[src/rtl/dvd_pkg.sv]
// Shared types and defaults for the DVD sprite motion controller.
// Optional build macro DVD_CORNER_CNT_EN is handled in dvd_motion_ctrl.
package dvd_pkg;

    typedef enum logic [1:0] {
        S_IDLE,
        S_CALC,
        S_COMMIT
    } state_e;

    localparam int X_MAX_DEF  = 19;
    localparam int Y_MAX_DEF  = 14;
    localparam int X_INIT_DEF = 10;
    localparam int Y_INIT_DEF = 7;

    localparam int X_W       = 5;
    localparam int Y_W       = 4;
    localparam int SPEED_W   = 3;
    localparam int COLOR_W   = 3;
    localparam int TILE_LOG2 = 5;  // 32-pixel tiles

endpackage

[src/rtl/dvd_axis_stepper.sv]
// One-axis bounded stepper: moves one tile toward dir, or reverses at a wall.
module dvd_axis_stepper #(
    parameter int W   = 5,
    parameter int MAX = 19
) (
    input  logic [W-1:0] pos,
    input  logic         dir,
    output logic [W-1:0] next_pos,
    output logic         next_dir,
    output logic         edge_ev
);

    always_comb begin
        // NOTE: every output gets a default first so no path leaves it unassigned (no latch).
        next_pos = pos;
        next_dir = dir;
        edge_ev  = 1'b0;
        if (dir && pos >= W'(MAX)) begin
            next_dir = 1'b0;
            edge_ev  = 1'b1;
        end else if (!dir && pos == '0) begin
            next_dir = 1'b1;
            edge_ev  = 1'b1;
        end else if (dir) begin
            next_pos = pos + 1'b1;
        end else begin
            next_pos = pos - 1'b1;
        end
    end

endmodule

[src/rtl/dvd_motion_ctrl.sv]
// Frame-rate scheduler for the DVD sprite: position, direction, colour, bounce events.
// Define DVD_CORNER_CNT_EN to add the saturating corner_cnt output.
module dvd_motion_ctrl
    import dvd_pkg::*;
#(
    parameter int X_MAX  = X_MAX_DEF,
    parameter int Y_MAX  = Y_MAX_DEF,
    parameter int X_INIT = X_INIT_DEF,
    parameter int Y_INIT = Y_INIT_DEF
) (
    input  logic               clk,
    input  logic               rst_n,
    input  logic               frame_tick,
    input  logic [SPEED_W-1:0] speed,
    input  logic               pause,
    input  logic               step,
    input  logic               cfg_load,
    input  logic [X_W-1:0]     cfg_x,
    input  logic [Y_W-1:0]     cfg_y,
    input  logic [1:0]         cfg_dir,
    output logic [X_W-1:0]     pos_x,
    output logic [Y_W-1:0]     pos_y,
    output logic               dir_x,
    output logic               dir_y,
    output logic [COLOR_W-1:0] color_idx,
    output logic               bounce,
    output logic               corner,
    output logic               busy
`ifdef DVD_CORNER_CNT_EN
    ,
    output logic [7:0]         corner_cnt
`endif
);

    state_e               state, state_nx;
    logic [SPEED_W-1:0]   prescaler;
    logic                 trigger;
    logic [X_W-1:0]       x_nx_c, x_nx_q, cfg_x_cl;
    logic [Y_W-1:0]       y_nx_c, y_nx_q, cfg_y_cl;
    logic                 dx_nx_c, dy_nx_c, dx_nx_q, dy_nx_q;
    logic                 evx_c, evy_c, evx_q, evy_q;

    assign trigger  = (frame_tick && !pause && prescaler == speed) || (step && pause);
    assign cfg_x_cl = (cfg_x > X_W'(X_MAX)) ? X_W'(X_MAX) : cfg_x;
    assign cfg_y_cl = (cfg_y > Y_W'(Y_MAX)) ? Y_W'(Y_MAX) : cfg_y;

    dvd_axis_stepper #(.W(X_W), .MAX(X_MAX)) u_step_x (
        .pos(pos_x), .dir(dir_x), .next_pos(x_nx_c), .next_dir(dx_nx_c), .edge_ev(evx_c)
    );

    dvd_axis_stepper #(.W(Y_W), .MAX(Y_MAX)) u_step_y (
        .pos(pos_y), .dir(dir_y), .next_pos(y_nx_c), .next_dir(dy_nx_c), .edge_ev(evy_c)
    );

    always_ff @(posedge clk or negedge rst_n) begin
        // NOTE: sequential state uses non-blocking assignments so all registers update together.
        if (!rst_n) state <= S_IDLE;
        else        state <= state_nx;
    end

    always_comb begin
        state_nx = state;
        if (cfg_load) begin
            state_nx = S_IDLE;
        end else begin
            case (state)
                S_IDLE:   if (trigger) state_nx = S_CALC;
                S_CALC:   state_nx = S_COMMIT;
                S_COMMIT: state_nx = S_IDLE;
                default:  state_nx = S_IDLE;
            endcase
        end
    end

    always_comb begin
        busy = (state != S_IDLE);
    end

    always_ff @(posedge clk or negedge rst_n) begin
        if (!rst_n) begin
            pos_x     <= X_W'(X_INIT);
            pos_y     <= Y_W'(Y_INIT);
            dir_x     <= 1'b1;
            dir_y     <= 1'b1;
            color_idx <= '0;
            prescaler <= '0;
            bounce    <= 1'b0;
            corner    <= 1'b0;
            x_nx_q    <= '0;
            y_nx_q    <= '0;
            dx_nx_q   <= 1'b0;
            dy_nx_q   <= 1'b0;
            evx_q     <= 1'b0;
            evy_q     <= 1'b0;
        end else begin
            bounce <= 1'b0;
            corner <= 1'b0;
            if (cfg_load) begin
                // An in-flight move is simply dropped; colour survives a reload.
                pos_x     <= cfg_x_cl;
                pos_y     <= cfg_y_cl;
                dir_x     <= cfg_dir[1];
                dir_y     <= cfg_dir[0];
                prescaler <= '0;
            end else begin
                case (state)
                    S_IDLE: begin
                        if (frame_tick && !pause)
                            prescaler <= (prescaler == speed) ? '0 : prescaler + 1'b1;
                    end
                    S_CALC: begin
                        x_nx_q  <= x_nx_c;
                        y_nx_q  <= y_nx_c;
                        dx_nx_q <= dx_nx_c;
                        dy_nx_q <= dy_nx_c;
                        evx_q   <= evx_c;
                        evy_q   <= evy_c;
                    end
                    S_COMMIT: begin
                        pos_x     <= x_nx_q;
                        pos_y     <= y_nx_q;
                        dir_x     <= dx_nx_q;
                        dir_y     <= dy_nx_q;
                        color_idx <= color_idx + COLOR_W'(evx_q | evy_q);
                        bounce    <= evx_q | evy_q;
                        corner    <= evx_q & evy_q;
                    end
                    default: ;
                endcase
            end
        end
    end

`ifdef DVD_CORNER_CNT_EN
    always_ff @(posedge clk or negedge rst_n) begin
        if (!rst_n)
            corner_cnt <= '0;
        else if (cfg_load)
            corner_cnt <= '0;
        else if (state == S_COMMIT && evx_q && evy_q && corner_cnt != 8'hFF)
            corner_cnt <= corner_cnt + 1'b1;
    end
`endif

endmodule

[config.mk]
export PLATFORM = sky130hd
export DESIGN_NAME = dvd_motion_ctrl
export DESIGN_NICKNAME = d
export VERILOG_FILES = /design/src/rtl/dvd_pkg.sv /design/src/rtl/dvd_axis_stepper.sv /design/src/rtl/dvd_motion_ctrl.sv
export SDC_FILE = /design/constraint.sdc
export NUM_CORES = 1
export LEC_CHECK = 0
export CAP_MARGIN = 20
export CORE_UTILIZATION = 51
export DETAILED_ROUTE_END_ITERATION = 6
export PLACE_DENSITY = 0.79
export SYNTH_ARGS = -nofsm -noshare
export SYNTH_HDL_FRONTEND = slang
export SYNTH_SLANG_ARGS = --single-unit
[constraint.sdc]
create_clock -name clk -period 2 [get_ports clk]
set_input_delay 0.2 -clock clk [delete_from_list [all_inputs] [get_ports clk]]
set_output_delay 0.2 -clock clk [all_outputs]
set_load 0.005 [all_outputs]
# == Word level (Yosys, flattened, before mapping) ==
# Cells that the tools add are included.
# op_classes
n_mul,0
bitwise_logic,4
muxes,35
n_reduce_logical,21
eq_ne,4
magnitude_cmp,4
add_sub_neg,6
shift,0
div,0
# op_table
operator,n
$mux 5,6
$mux 4,6
$mux 1,16
$mux 3,4
$reduce_bool 2->1,4
$logic_and 1x1->1,7
$reduce_and 2->1,3
$add 5x1->5 const B,1
$ge 5x5->1 const B,1
$gt 5x5->1 const B,1
$logic_not 5->1,1
$sub 5x1->5 const B,1
$add 4x1->4 const B,1
$ge 4x4->1 const B,1
$gt 4x4->1 const B,1
$logic_not 4->1,1
$mux 2,2
$pmux 2 s2,1
$sub 4x1->4 const B,1
$add 3x1->3,1
$add 3x1->3 const B,1
$eq 3x3->1,1
$logic_not 1->1,3
$ne 3x3->1 const B,1
other kinds (7),8
# word_totals
memories,0
mem_bits_rw,0
output_inout_bits,17
romBits,0
register_bits,34
latch_bits,0

# == Depth between registers and ports, before layout ==
# Gate-level depths: netlist of run 1.
# depth
ltp_word,7
ltp_mapped,7
ltp_nobuf,6

# == Modules after synthesis ==
# Synthesis of run 1 repeated with hierarchy kept, for this count alone.
# hier_totals
cells_unflattened,196
hier_area_um2,2059.5
# modules_own_cells
module,cells_each,n_inst,seq_area_each_um2,area_per_inst_um2
dvd_motion_ctrl,123,1,859.6,1532.7
dvd_axis_stepper (u_step_x),39,1,0.0,291.5
dvd_axis_stepper (u_step_y),34,1,0.0,235.2

# == Worst setup path before layout of run 1 ==
# Ideal clock, no wire load.
# synth_timing
path_type,register to register
startpoint,register pos_x[1]
endpoint,register x_nx_q[4]
arrival_time_ps,1550
path_buffers,0
stages_incl_launch_ff,7
period_less_slack_ps,1674
slack_ps,326
required_time_ps,1876
path_cell_list,dfstp_2 > inv_1 > fa_1 > nand2b_1 > a21oi_1 > xnor2_1 > o21ai_1
# synth_between
elab_chain_len,4
# synth_rtl
element,line_no,source
from (decl),dvd_motion_ctrl.sv:21,"output logic [X_W-1:0] pos_x,"
from (signal assigned),dvd_motion_ctrl.sv:81,pos_x <= X_W'(X_INIT);
from (signal assigned),dvd_motion_ctrl.sv:100,pos_x <= cfg_x_cl;
from (signal assigned),dvd_motion_ctrl.sv:120,pos_x <= x_nx_q;
"$sub 5x1->5, or another cell as far along",dvd_axis_stepper.sv:27,next_pos = pos - 1'b1;
$mux 5 / $logic_and 1x1->1 (equally long branches),"dvd_axis_stepper.sv:24, dvd_axis_stepper.sv:21",
$mux 5,dvd_axis_stepper.sv:21,end else if (!dir && pos == '0) begin
$mux 5 *,dvd_axis_stepper.sv:18,if (dir && pos >= W'(MAX)) begin
to (signal assigned),dvd_motion_ctrl.sv:112,x_nx_q <= x_nx_c;
to (decl),dvd_motion_ctrl.sv:38,"logic [X_W-1:0] x_nx_c, x_nx_q, cfg_x_cl;"
# Every way passes the cells marked *; elsewhere a longest branch is shown, timed or not.
# A chain may end at the register's enable or synchronous reset.

# == Worst setup path after layout of run 1 ==
# Same ends and word-level chain as after synthesis.

==> results of run 1 <==
-- final timing paths --
kind                                 to  slack, ps  cells past startpoint
setup / recovery              x_nx_q[4]        180                      6
hold / removal             prescaler[2]        330                      2
setup reg to reg              x_nx_q[4]        180                      6
hold reg to reg            color_idx[2]        470                      1
max in group asynchronous      pos_y[0]       1330                      2
min in group clk                  dir_y        450                      3
-- critical path, delay by kind of cell, from the launching register on --
family,cells,cell delay [ps]
AO/OA/AOI/OAI,2,250
AND/OR/NAND/NOR,1,160
adder cells (fa/ha/maj),1,440
flip-flops,1,620
buffers and inverters,1,90
XOR/XNOR,1,150
-- metrics by stage --
| step | instances | total power (W) | area, um2 | worst slack, ps | util |
|---|---|---|---|---|---|
| 6_report | 286 | 0.00199 | 2410 | 177 | 0.696 |
| 5_1_grt | 286 | 0.00212 | 2410 | 64.7 | 0.696 |
| 4_1_cts | 286 | 0.00201 | 2410 | 181 | 0.696 |
| 3_5_place_dp | 278 | 0.00152 | 2330 | 210 | 0.672 |
| 3_3_place_gp | 278 | 0.00150 | 2330 | 198 | 0.672 |
| 2_1_floorplan | 199 | 0.00128 | 1920 | 326 | - |
-- flip-flops by register name (all words and copies together), names as in the netlist, 2 cells and up --
register / cells
color_idx: 3
pos_y: 4
prescaler: 3
x_nx_q: 5
y_nx_q: 4
state: 2
pos_x: 5
-- layout by cell type (no fill, tap or decap), types with 2 or more instances in the layout --
cell and n:
clkinv_2 3, o21ai_1 7, a21o_1 2, nand2_1 26, dfstp_2 7, o22ai_1 2, nor2_1 19, mux2_2 2
xnor2_1 9, clkbuf_8 5, inv_1 5, or3_1 2, mux2i_1 8, nand3_1 3, fa_1 2, clkdlybuf4s50_1 36
xor2_1 3, buf_4 6, a31oi_1 5, dfrtp_1 27, a21oi_1 13, ha_1 8, o22a_1 3, o21ai_0 12
nor2b_1 3, or2_2 2, nand2b_1 2
-- per-layer routing --
metal,global-route usage,vias up
met1,0.294,709
met4,0.0795,0
li1,-,774
met2,0.326,33
met5,0,-
met3,0.0362,4
-- area by class of cell --
type,count,share of cell area
clock inverters,2,0.00415
multi-input cells,150,0.408
inverters,6,0.00985
repair buffers,42,0.168
well taps,46,0.0239
clock buffers,6,0.0301
flip-flops and latches,34,0.356
-- cells by family after synthesis --
family,Yosys count
compound gates,50
xor+xnor,12
fa+ha+maj,10
buf+inv,15
flops,34
mux,10
simple gates,68
-- power groups by stage --
stage,logic (W),registers (W),clock network [W]
CTS,0.000557,0.000955,0.000497
floorplan,0.000342,0.000941,0
global placement,0.000540,0.000963,0
finish,0.000551,0.000955,0.000485
detailed placement,0.000554,0.000967,0
global route,0.000626,0.000973,0.000526
==> flow_metrics.py, run 1 <==
metrics = {
    "status": {
        "status": "finished, final reports clean",
    },
    "routing": {
        "met3WireLength_um": 143,
        "dr_wl_met2_um": 1740,
        "viasPerCell": 5.31,
        "dr.pass1.iters": 4,
        "highest_layer": "met4",
        "vias": 1520,
        "m1WireLength_um": 1880,
        "ant_nets": 0,
        "route.detailed.drc": 0,
        "wl_um": 3810,
        "drt_iter0_drc": 50,
        "wl_per_cell_um": 13.3,
    },
    "clock_network": {
        "insertion_delay_ps": 280,
        "cts_sinks": 34,
        "cts-root-buf": "clkbuf_8",
        "cts_made_buffers": 5,
        "cts_resized": 0,
        "cts_tree": "yes",
        "cts_setup_buffers": 0,
        "cts_max_level": 2,
        "cts.path.max_buffers": 2,
        "clk_pin_slew_worst_paths_ps": 70,
        "hold_buffers": 0,
    },
    "setup_path": {
        "crit_path_top_delay_cell": "dfstp_2",
        "crit_chain": "inv_1, fa_1, nand2b_1, a21oi_1, xnor2_1, o21ai_1",
        "timing.critical_path.from_type": "flop",
        "required_ps": 2170,
        "crit_type": "reg2reg",
        "worstPathArrival_ps": 2000,
        "endpoint_kind": "flop",
        "slowest_delay_ps": 620,
        "path_max_fanout": 7,
        "crit_start": "pos_x[1]",
        "r2r_start": "pos_x[1]",
    },
    "logic_synthesis": {
        "ys_types": 44,
        "synthesis.area_per_instance_um2": 9.66,
        "synth_area_leaders": "dfrtp_1 (35%), dfstp_2 (9.6%), ha_1 (5.2%), nand2_1 (5.1%), mux2i_1 (4.2%)",
        "synthAdderAreaFrac": 0.0729,
        "yosysTopAreaCell": "dfrtp_1",
        "synth_edf_count": 0,
        "synth_common_cells": "dfrtp_1 (27), nand2_1 (26), nor2_1 (19), a21oi_1 (13), o21ai_0 (12)",
        "synthXorXnorAreaFrac": 0.0547,
        "synth-compound-area-share": 0.160,
        "ys_ff_latch": 34,
        "yosys_warnings": 0,
        "syn-cell-area_mm2": 0.00192,
        "synth_most_common_cell": "dfrtp_1",
        "ys.flop_type": "dfrtp_1",
        "muxShareOfSynthArea": 0.0534,
        "synth_seq_area_share": 0.447,
        "synth_top_family_by_area": "simple AND/OR/NAND/NOR gates",
        "synth_async_sr_flop_share": 1.00,
        "synth-simple-area-share": 0.171,
        "syn_nets": 229,
        "synthesis.instances": 199,
        "netlist.area_leader.share": 0.352,
    },
    "timing": {
        "fmax_ghz": 0.549,
        "fin_hold_ws_ps": 328,
        "finClkSkew_ps": 7.84,
        "tightest_slew_ps": 474,
        "finalMaxSlewViolations": 0,
        "finalHoldViolations": 0,
        "tns_ps": 0,
        "grt_setup_unrepaired": "no",
        "min_period_over_period": 0.911,
        "setup_violations": 0,
        "max_slew_margin": 0.684,
        "min_period_ps": 1820,
    },
    "power": {
        "p_int_w": 0.00139,
        "comb_power_share": 0.277,
        "swShare": 0.302,
        "pwr-share-seq": 0.479,
        "leakage_nw": 1.01,
        "ir_drop_mv": 0.637,
        "power_switching_w": 0.000600,
        "powerDensity_mw_per_mm2": 826,
        "clkPwrFrac": 0.244,
    },
    "cells_and_area": {
        "layout-drive-gt1-share": 0.129,
        "seqCellArea_um2": 860,
        "nFillCells": 289,
        "nets": 269,
        "multiInputGateArea_um2": 983,
        "n_antenna_cell": 0,
        "area_growth_syn_to_layout_pct": 25.5,
    },
    "die": {
        "ioPinCount": 37,
        "die_w_um": 63.4,
        "die_h_um": 63.4,
        "coreArea_mm2": 0.00347,
        "start_util": 0.554,
        "row_count": 21,
        "dieArea_mm2": 0.00402,
    },
    "grt": {
        "grt_pass1_wl_um": 6580,
        "antenna_found_initial": 0,
        "grt_pass1_vias": 1480,
        "overflow": 0,
        "grt_max_degree": 35,
        "grt_usage": 0.211,
    },
    "placement": {
        "gp_congestion": 0.792,
        "port-buffer-count": 36,
        "dp_hpwl_um": 2700,
    },
    "run": {
        "drv_cap": 0,
    },
    "hold_path": {
        "holdCritPathClass": "in2async",
    },
}
No activity file was read; power rests on OpenSTA's default activity.
==> run 2, diff against run 1 <==
ABC_AREA = 0   (was not set)
CORE_MARGIN = 10   (was not set)
MAX_ROUTING_LAYER = met4   (was not set)
==> run 2 against run 1 <==
- sequential share of layout area decreased by 0.72 points
- sequential power hardly changed
- count of clock-buffer cells in the layout is 1 lower
==> flow_metrics.py, run 2 (synthesis gave the netlist of run 1 again) <==
metrics = {
    "clock_network": {
        "cts_setup_buffers": 0,
        "cts_sinks": 34,
        "cts_made_buffers": 5,
        "cts_resized": 0,
        "clk_pin_slew_worst_paths_ps": 70,
        "insertion_delay_ps": 290,
        "cts-root-buf": "clkbuf_8",
        "cts.path.max_buffers": 2,
        "cts_max_level": 2,
        "hold_buffers": 0,
        "cts_tree": "yes",
    },
    "power": {
        "power_switching_w": 0.000623,
        "leakage_nw": 1.03,
        "ir_drop_mv": 0.549,
        "swShare": 0.274,
        "powerDensity_mw_per_mm2": 923,
        "pwr-share-seq": 0.420,
        "p_int_w": 0.00165,
        "clkPwrFrac": 0.337,
        "power_w": 0.00227,
        "comb_power_share": 0.243,
    },
    "cells_and_area": {
        "mostFrequentLayoutCell": "clkdlybuf4s50_1",
        "multiInputGateArea_um2": 983,
        "seqCellArea_um2": 860,
        "n_antenna_cell": 0,
        "layout-drive-gt1-share": 0.130,
        "final_cell_mix": "clkdlybuf4s50_1 (36), dfrtp_1 (27), nand2_1 (26), nor2_1 (19), a21oi_1 (13)",
        "nFillCells": 301,
        "fin_cells": 287,
        "top_regs": "pos_x x5, x_nx_q x5",
        "area_growth_syn_to_layout_pct": 28.1,
        "nets": 268,
        "fin_util": 0.673,
    },
    "placement": {
        "port-buffer-count": 36,
        "dp.cells": 279,
        "dp_hpwl_um": 2890,
        "gp_congestion": 0.849,
    },
    "setup_path": {
        "slowest_delay_ps": 620,
        "cp_top_family": "flip-flops",
        "path_max_fanout": 7,
        "crit_buf_inv": 1,
        "endpoint_kind": "flop",
        "worstPathArrival_ps": 2010,
        "required_ps": 2170,
        "crit_path_top_delay_cell": "dfstp_2",
        "reg2reg_depth": 6,
        "timing.critical_path.from_type": "flop",
        "crit_type": "reg2reg",
        "rrSetupSlack_ps": 170,
        "rr_endpoint": "x_nx_q[4]",
        "crit_chain": "inv_1, fa_1, nand2b_1, a21oi_1, xnor2_1, o21ai_1",
        "r2r_start": "pos_x[1]",
    },
    "timing": {
        "finalMaxSlewViolations": 0,
        "setup_violations": 0,
        "tns_ps": 0,
        "min_period_over_period": 0.917,
        "min_period_ps": 1830,
        "fmax_ghz": 0.545,
        "tightest_slew_ps": 514,
        "finClkSkew_ps": 4.84,
        "grt_setup_unrepaired": "no",
        "max_slew_margin": 0.657,
        "finalHoldViolations": 0,
    },
    "status": {
        "status": "finished, final reports clean",
    },
    "routing": {
        "dr.pass1.iters": 4,
        "wl_per_cell_um": 14.4,
        "vias": 1540,
        "wl_um": 4130,
        "drt_iter0_drc": 64,
        "ant_nets": 0,
        "viasPerCell": 5.37,
        "route.detailed.drc": 0,
    },
    "grt": {
        "grt_pass1_vias": 1575,
        "grt_usage": 0.141,
        "antenna_found_initial": 0,
        "overflow": 0,
        "grt_max_degree": 35,
        "grt_pass1_wl_um": 7210,
    },
    "die": {
        "die_h_um": 81.4,
        "row_count": 22,
        "dieArea_mm2": 0.00662,
        "die_w_um": 81.4,
        "start_util": 0.525,
        "coreArea_mm2": 0.00366,
        "ioPinCount": 37,
    },
    "hold_path": {
        "holdCritPathClass": "in2async",
    },
    "run": {
        "drv_cap": 0,
    },
}
==> run 2: changes by cell type in the layout (fill, tap and decap cells not counted), sizes merged <==
cell,change
buf,-1
bufinv,+2
clkinv,-1
clkbuf,-1
==> run 2: power by group through the flow <==
stage | registers [W] | clock network [W] | logic, W
after detailed placement | 0.000963 | 0 | 0.000556
final | 0.000954 | 0.000765 | 0.000553
after global routing | 0.000976 | 0.000808 | 0.000625
after CTS | 0.000952 | 0.000778 | 0.000561
after floorplan | 0.000941 | 0 | 0.000342
after global placement | 0.000957 | 0 | 0.000544
==> run 2: worst reg2reg max path, delay by kind of cell, from the launching register on <==
| family | cells | cell delay [ps] |
|---|---|---|
| adder cells (fa/ha/maj) | 1 | 430 |
| AND/OR/NAND/NOR | 1 | 160 |
| AO/OA/AOI/OAI | 2 | 260 |
| flip-flops | 1 | 620 |
| XOR/XNOR | 1 | 140 |
| buffers and inverters | 1 | 100 |
==> run 2: worst max path at each step <==
stage / cells past startpoint / slack, ps / start / end
after global placement: 6 / 210 / pos_x[1] / x_nx_q[4]
final: 6 / 170 / pos_x[1] / x_nx_q[4]
after CTS: 6 / 170 / pos_x[1] / x_nx_q[4]
after detailed placement: 6 / 190 / pos_x[1] / x_nx_q[4]
after global routing: 6 / 80 / pos_x[1] / x_nx_q[4]
after floorplan: 6 / 330 / pos_x[1] / x_nx_q[4]
==> run 2: area by class of cell <==
type                       count  share of cell area
clock buffer                   5              0.0279
clock inverter                 3              0.0279
inverter                       6             0.00965
multi-input combinational    150               0.399
sequential                    34               0.349
tap                           48              0.0244
timing repair buffer          41               0.162
==> run 2: metrics by stage <==
step	setup slack [ps]	hold slack [ps]	area [um2]
3_5_place_dp	188	470	2320
3_3_place_gp	210	461	2320
5_1_grt	82.7	349	2460
6_report	165	309	2460
2_1_floorplan	326	-95.6	1920
4_1_cts	170	327	2460
==> run 2: metal layers <==
| layer | GRT usage | vias up | share of wire |
|---|---|---|---|
| li1 | - | 769 | - |
| met1 | 0.167 | 725 | 0.47 |
| met2 | 0.216 | 39 | 0.45 |
| met3 | 0.0530 | 7 | 0.063 |
| met4 | 0.0484 | 0 | 0.015 |
| met5 | - | - | 0 |
==> run 3, diff against run 2 <==
SLEW_MARGIN = 10   (was not set)
==> results of run 3 <==
No change in the layout: final DEF, timing and power equal those of run 2.
